[config.mk]
export PLATFORM = sky130hd
export DESIGN_NAME = tlb_assoc
export DESIGN_NICKNAME = d
export VERILOG_FILES = /design/src/rtl/tlb_assoc.sv
export SDC_FILE = /design/constraint.sdc
export NUM_CORES = 2
export LEC_CHECK = 0
export CAP_MARGIN = 20
export CORE_ASPECT_RATIO = 2
export CORE_MARGIN = 1.5
export CORE_UTILIZATION = 40
export DETAILED_ROUTE_END_ITERATION = 10
export GPL_TIMING_DRIVEN = 0
export PLACE_DENSITY = 0.53
export SLEW_MARGIN = 25
export SYNTH_ARGS = -nofsm -noshare
export SYNTH_HDL_FRONTEND = slang
export SYNTH_SLANG_ARGS = --single-unit
[constraint.sdc]
create_clock -name clk -period 46.9 [get_ports clk]
set_clock_uncertainty 0.05 [all_clocks]
set_input_delay 9.38 -clock clk [delete_from_list [all_inputs] [get_ports clk]]
set_output_delay 9.38 -clock clk [all_outputs]
set_load 0.1 [all_outputs]
[src/rtl/tlb_assoc.sv]
// Fully associative TLB with ASID tagging and global pages. Lookups are registered.
// Refills replace duplicates in place, else the lowest free slot, else the oldest entry.
module tlb_assoc #(
  parameter int N        = 16,
  parameter int VADDR_W  = 32,
  parameter int PADDR_W  = 20,
  parameter int OFFSET_W = 12,
  parameter int ASID_W   = 8,
  parameter int AGE_W    = 4,
  localparam int VPN_W   = VADDR_W - OFFSET_W,
  localparam int PPN_W   = PADDR_W - OFFSET_W,
  localparam int OCC_W   = $clog2(N + 1)
) (
  input  logic                clk,
  input  logic                rst,
  input  logic                req_valid,
  input  logic                mode,
  input  logic [ASID_W-1:0]   asid,
  input  logic [VADDR_W-1:0]  vaddr,
  output logic                resp_valid,
  output logic                hit,
  output logic                miss,
  output logic [PADDR_W-1:0]  paddr,
  input  logic                write_en,
  input  logic [VPN_W-1:0]    write_vpn,
  input  logic [PPN_W-1:0]    write_ppn,
  input  logic [ASID_W-1:0]   write_asid,
  input  logic                write_global,
  input  logic                flush_all,
  input  logic                flush_asid_en,
  input  logic [ASID_W-1:0]   flush_asid,
  output logic [OCC_W-1:0]    occupancy
);

  localparam int IDX_W = (N > 1) ? $clog2(N) : 1;
  localparam logic [AGE_W-1:0] AGE_MAX = '1;

  // Handshake: req_valid is sampled on every edge with no backpressure; resp_valid
  // pulses for exactly the following cycle, and hit/miss/paddr hold between responses.

  logic [N-1:0]        valid_q;
  logic [N-1:0]        glob_q;
  logic [VPN_W-1:0]    vpn_q  [N];
  logic [PPN_W-1:0]    ppn_q  [N];
  logic [ASID_W-1:0]   asid_q [N];
  logic [AGE_W-1:0]    age_q  [N];

  logic [VPN_W-1:0]    lk_vpn;
  logic                lk_hit;
  logic [IDX_W-1:0]    lk_idx;
  logic [N-1:0]        kill;
  logic [N-1:0]        post_valid;
  logic                wr_match;
  logic [IDX_W-1:0]    wr_match_idx;
  logic                free_found;
  logic [IDX_W-1:0]    free_idx;
  logic [IDX_W-1:0]    old_idx;
  logic [AGE_W-1:0]    old_age;
  logic [IDX_W-1:0]    victim;
  logic [N-1:0]        next_valid;
  logic [OCC_W-1:0]    occ_next;
  logic                user_lookup;

  assign lk_vpn      = vaddr[VADDR_W-1:OFFSET_W];
  assign user_lookup = req_valid && !mode;

  // Lookup against the pre-edge table; descending scan leaves the lowest match.
  always_comb begin
    lk_hit = 1'b0;
    lk_idx = '0;
    for (int i = N - 1; i >= 0; i--) begin
      if (valid_q[i] && vpn_q[i] == lk_vpn && (glob_q[i] || asid_q[i] == asid)) begin
        lk_hit = 1'b1;
        lk_idx = IDX_W'(i);
      end
    end
  end

  always_comb begin
    kill = '0;
    for (int i = 0; i < N; i++) begin
      kill[i] = flush_all || (flush_asid_en && !glob_q[i] && asid_q[i] == flush_asid);
    end
    post_valid = valid_q & ~kill;
  end

  // Victim selection sees the post-flush valid bits so a same-edge refill survives.
  always_comb begin
    wr_match     = 1'b0;
    wr_match_idx = '0;
    free_found   = 1'b0;
    free_idx     = '0;
    old_idx      = '0;
    old_age      = age_q[0];
    for (int i = N - 1; i >= 0; i--) begin
      if (post_valid[i] && vpn_q[i] == write_vpn && (glob_q[i] || asid_q[i] == write_asid)) begin
        wr_match     = 1'b1;
        wr_match_idx = IDX_W'(i);
      end
      if (!post_valid[i]) begin
        free_found = 1'b1;
        free_idx   = IDX_W'(i);
      end
    end
    for (int i = 1; i < N; i++) begin
      if (age_q[i] > old_age) begin
        old_age = age_q[i];
        old_idx = IDX_W'(i);
      end
    end
    if (wr_match)        victim = wr_match_idx;
    else if (free_found) victim = free_idx;
    else                 victim = old_idx;
  end

  always_comb begin
    next_valid = post_valid;
    if (write_en) next_valid[victim] = 1'b1;
    occ_next = '0;
    for (int i = 0; i < N; i++) begin
      occ_next = occ_next + OCC_W'(next_valid[i]);
    end
  end

  always_ff @(posedge clk) begin
    if (rst) begin
      valid_q    <= '0;
      resp_valid <= 1'b0;
      hit        <= 1'b0;
      miss       <= 1'b0;
      paddr      <= '0;
      occupancy  <= '0;
      for (int i = 0; i < N; i++) age_q[i] <= '0;
    end else begin
      resp_valid <= req_valid;
      if (req_valid) begin
        if (mode) begin
          hit   <= 1'b1;
          miss  <= 1'b0;
          paddr <= vaddr[PADDR_W-1:0];
        end else if (lk_hit) begin
          hit   <= 1'b1;
          miss  <= 1'b0;
          paddr <= {ppn_q[lk_idx], vaddr[OFFSET_W-1:0]};
        end else begin
          hit   <= 1'b0;
          miss  <= 1'b1;
          paddr <= {{PPN_W{1'b0}}, vaddr[OFFSET_W-1:0]};
        end
      end
      for (int i = 0; i < N; i++) begin
        if (write_en && victim == IDX_W'(i)) begin
          age_q[i] <= '0;
        end else if (user_lookup && valid_q[i]) begin
          if (lk_hit && lk_idx == IDX_W'(i)) age_q[i] <= '0;
          else if (age_q[i] != AGE_MAX)      age_q[i] <= age_q[i] + 1'b1;
        end
      end
      valid_q   <= next_valid;
      occupancy <= occ_next;
    end
  end

  always_ff @(posedge clk) begin
    if (!rst && write_en) begin
      vpn_q[victim]  <= write_vpn;
      ppn_q[victim]  <= write_ppn;
      asid_q[victim] <= write_asid;
      glob_q[victim] <= write_global;
    end
  end

endmodule

* After elaboration in Yosys (flattened, before gate mapping)
Memory sizes are Yosys's and may differ from the RTL's.
Cells that the tools add are included.
** Cells by class
- $add $sub $neg :: 31
- Order comparisons :: 17
- Bitwise gates (word level) :: 51
- Eq/ne operators :: 126
- Reduce and logical (&&, ||, !) cells :: 215
- Multiplexer cells :: 413
** Operator list (count)
- == test 20 bit :: 32
- two-way mux 4 bit :: 126
- == test 8 bit :: 48
- two-way mux 1 bit :: 282
- logical AND 1 bit :: 147
- adder 4 x 1 -> 4 bit, second input constant :: 16
- == test 4 bit, second input constant :: 16
- inequality test 4 bit, second input constant :: 16
- greater-than comparator 4 bit :: 15
- adder 5 x 1 -> 5 bit :: 11
- logical OR 1 bit :: 48
- OR 1 bit :: 48
- two-way mux 20 bit :: 2
- == test 4 x 3 -> 1 bit, second input constant :: 8
- logical NOT 1 bit :: 18
- bitwise AND 16 bit :: 1
- bitwise mux 16 bit :: 1
- == test 4 x 2 -> 1 bit, second input constant :: 4
- two-way mux 16 bit :: 1
- inverter 16 bit :: 1
- OR 16 bit :: 1
- == test 4 x 1 -> 1 bit, second input constant :: 2
- logical NOT 4 bit :: 2
- adder 4 x 1 -> 5 bit :: 1
- other kinds (6) :: 6
** Word-level totals
- Bits in writable memories :: 640
- Output and inout bits :: 28
- Bits of input ports :: 92
- Logic and storage cells :: 864
- Memories :: 4
- Flip-flop bits (word level) :: 60
** Memory list
- vpn_q :: depth 16, width 20, read ports 16, clocked after Yosys merged registers in 0, wr ports 1, RTL line 43 : logic [VPN_W-1:0] vpn_q [N];
- asid_q :: depth 16, width 8, read ports 16, clocked after Yosys merged registers in 0, wr ports 1, RTL line 45 : logic [ASID_W-1:0] asid_q [N];
- ppn_q :: depth 16, width 8, read ports 1, clocked after Yosys merged registers in 0, wr ports 1, RTL line 44 : logic [PPN_W-1:0] ppn_q [N];
- age_q :: depth 16, width 4, read ports 16, clocked after Yosys merged registers in 0, wr ports 16, RTL line 46 : logic [AGE_W-1:0] age_q [N];

* Depth between registers and ports, before layout
An unclocked memory read counts as a cell.
- Depth after elaboration :: 54
- Gate-level depth with buffers :: 136
- Depth with buffers taken out :: 133

* Least setup slack after synthesis
Ideal clock, no wire load.
- Kind :: register to register
- Start :: mem age_q[1][1], in the netlist age_q[0][5]
- End :: reg occupancy[4]
- Setup time :: 0.080 ns
- Cell stages (with the launch flop) :: 127
- Arrival :: 25.796 ns
- Slack :: 20.974 ns
- Data required time :: 46.770 ns
- Clock period less this slack :: 25.926 ns
- Cell sequence :: edfxtp_1 -> ha_1 -> nor2b_4 -> o211a_4 -> o21a_1 -> mux2_2 -> ha_1 -> nand3_1 -> o31a_1 -> o22ai_1 -> or3_4 -> and2_0 -> mux2_2 -> ha_1 -> and3_1 -> a31oi_1 -> o22ai_1 -> and4b_1 -> [... 91 more ...] -> inv_1 -> and3_1 -> a32oi_4 -> or2_1 -> buf_2 -> o21ai_1 -> fa_1 -> inv_1 -> fa_1 -> fa_1 -> fa_1 -> inv_1 -> ha_1 -> inv_1 -> fa_1 -> inv_1 -> a21oi_1 -> nor3b_1
** RTL lines
- start, declared :: RTL line 46
- end signal, assigned :: RTL line 160 : occupancy <= occ_next;
- end, declared :: RTL line 32 : output logic [OCC_W-1:0] occupancy

==> flow_summary.ini <==
[synth]
synth_compound_area_frac = 0.0627
synth_xor_area_frac = 0.223
synth-seq-cells = 700
syn-cell-area_um2 = 41800
yosysTopAreaCellShare = 0.471
synthArstFlopShare = 0
syn_inst = 3677
yosysSeqAreaShare = 0.492
synth-adder-area-share = 0.0241
synth_edf_count = 656
synth_top_family_by_area = XOR/XNOR gates
yosys.cell_count.top_type = xor2_1
yosys-top-cells-count = xor2_1 (767), edfxtp_1 (656), xnor2_1 (298), nor4_1 (229), nand2_1 (160)
synthMuxAreaShare = 0.0217
synth_cell_types = 104
yosysWarnings = 0
synth_top_area_cell = edfxtp_1
synth-main-ff-cell = edfxtp_1
yosys.area_share.simple = 0.151
ys_top_cells_by_area = edfxtp_1 (47%), xor2_1 (16%), xnor2_1 (6.2%), nor4_1 (3.4%), dfxtp_1 (2.1%)
synth_nets = 3838
avgSynthCellArea_um2 = 11.4

[global_route]
grt_usage = 0.318
grt_max_degree = 18
grt_pass1_vias = 32561
grt_pass1_wl_um = 237000
antenna_found_initial = 7
grt_overflow = 0

[cts]
clock_sinks = 700
cts_max_level = 3
cts.clk_slew.worst_paths_ps = 70
clockBufferDepth = 3
clk_latency_ps = 690
cts_root_buf = clkbuf_16
cts_tree = built
cts-hold-fix-buffers = 0
cts_resized = 0
cts_setup_buffers = 0
cts_inserted_buffers = 69

[sta]
hold_viol = 0
fin_crit_ps = 31230
rsz0062_at_grt = no
worstMarginPinSlew_ps = 1150
final_max_slew_viol_count = 0
fin_crit_sh = 0.666
fmax_mhz = 32.0
setup-tns-final_ps = 0
relSlewSlack = 0.229
setup_viol = 0

[critical_path]
reg2regPathDepth = 124
cp_num_buf_inv = 10
worstPathArrival_ps = 31670
crit_required_ps = 47340
cp_top_family = compound AO/OA/AOI/OAI gates
start_kind = flop
crit_type = reg2reg
crit_path_top_delay_cell = a221oi_1
timing.critical_path.mode_cell = ha_1
max_stage_delay_ps = 790
crit_path_end_kind = flop
regToRegStartpoint = age_q[0][2]
r2r-end = occupancy[4]
r2r_slack_ps = 15670
crit_fanout = 10

[die]
start_util = 0.403
dieArea_um2 = 107000
rows = 167
ios = 120
die_h_um = 460
chipWidth_um = 232
core_um2 = 104000

[worst_hold_path]
hold_path.startpoint = paddr[18]
hp-class = reg2reg
holdPathStages = 2
hold-path-endpoint = paddr[18]

[placed_design]
portBuffers = 82
dp_hpwl_um = 125000
place.gp.congestion = 0.940

[final_layout]
nNetsFinal = 4087
fillCellCount = 9810
drive_gt1_frac = 0.103
syn2layout_area_growth_pct = 14.0

[run_status]
status = completed

[route]
wl_per_cell_um = 31.9
detail-route-antenna-nets = 0
drt_wl_total_um = 170000
firstDrtPassIters = 7
num_vias = 31758
drc = 0
vias_per_cell = 5.95
first_iter_violations = 2975

[job]
maxCapViolations = 0
[worst max path at each step]
stage / startpoint / endpoint / cells past startpoint
after floorplan: age_q[0][5] / occupancy[4] / 126
after global placement: age_q[0][2] / vpn_q[15][7] / 112
after CTS: age_q[0][2] / occupancy[4] / 125
after global routing: age_q[0][1] / occupancy[4] / 127
after detailed placement: age_q[0][2] / occupancy[4] / 125
final: age_q[0][2] / occupancy[4] / 124
[metrics by stage]
| stage | instance area (um^2) | cells | setup WS, ps | utilization | hold slack, ps |
|---|---|---|---|---|---|
| finish | 47700 | 5335 | 15670 | 0.460 | 440 |
| global placement | 44300 | 5111 | 13470 | 0.428 | 423 |
| detailed placement | 45400 | 5207 | 15970 | 0.438 | 429 |
| floorplan | 41800 | 3677 | 20970 | - | 537 |
| global route | 47700 | 5333 | 13960 | 0.460 | 465 |
| CTS | 47700 | 5332 | 15810 | 0.460 | 440 |
[final cells by class]
| class | count | area (um^2) | area share |
|---|---|---|---|
| multi-input cells | 2709 | 20300 | 0.426 |
| inverters | 78 | 293 | 0.00614 |
| well taps | 1352 | 1690 | 0.0355 |
| repair buffers | 178 | 1670 | 0.0349 |
| plain buffers | 190 | 823 | 0.0173 |
| clock buffers | 89 | 1940 | 0.0406 |
| flip-flops and latches | 700 | 20600 | 0.432 |
| diodes | 3 | 7.51 | 0.000157 |
| clock inverters | 36 | 362 | 0.00758 |
[tightest hold or removal path: stages (launching register included)]
cell      delay, ps
dfxtp_1         310
nor2_1           80
a211oi_1         50
[layout by cell type, fill, tap and decap left out, types with 23 or more instances in the layout]
master	synthesis	routed
nor4_1	229	225
xor2_1	767	767
a21oi_1	102	100
and3_1	49	49
clkdlybuf4s50_1	0	59
buf_6	3	28
nand4b_1	36	36
ha_1	59	59
mux2_2	33	33
clkbuf_16	0	72
buf_4	4	65
edfxtp_1	656	656
nand2_1	160	160
and2_1	27	27
dfxtp_1	44	44
xnor2_1	298	298
a31oi_1	24	23
nor2b_1	25	25
nor2_1	151	151
mux2i_1	51	51
o21ai_0	77	77
inv_1	78	78
clkbuf_1	157	126
a211oi_1	23	23
nand4_1	103	103
clkbuf_2	0	41
nor3_1	75	58
nand3_1	96	96
buf_2	4	40
[kinds of logic after synthesis]
| family | after synthesis |
|---|---|
| AOI/OAI and AO/OA | 383 |
| xor gates and xnor gates | 1065 |
| adders and majority gates | 76 |
| buffers and inverters | 268 |
| DFF | 700 |
| muxes | 86 |
| and+or+nand+nor | 1099 |
[state kept, by name, indices dropped and copies added, names as in the netlist]
signal,count
age_q,64
asid_q,128
glob_q,16
hit,1
miss,1
occupancy,5
paddr,20
ppn_q,128
resp_valid,1
valid_q,16
vpn_q,320
[metal layers]
metal | routed length (um) | global-route usage | vias up
met5 | 15 | 0 | -
met4 | 15800 | 0.256 | 2
met3 | 11100 | 0.0502 | 539
met2 | 85100 | 0.558 | 1513
met1 | 58100 | 0.336 | 15748
li1 | - | - | 13956
Power is left out: the tool's default activity adds up to more than one toggle a clock period on the data nets, which glitch-free logic cannot reach.
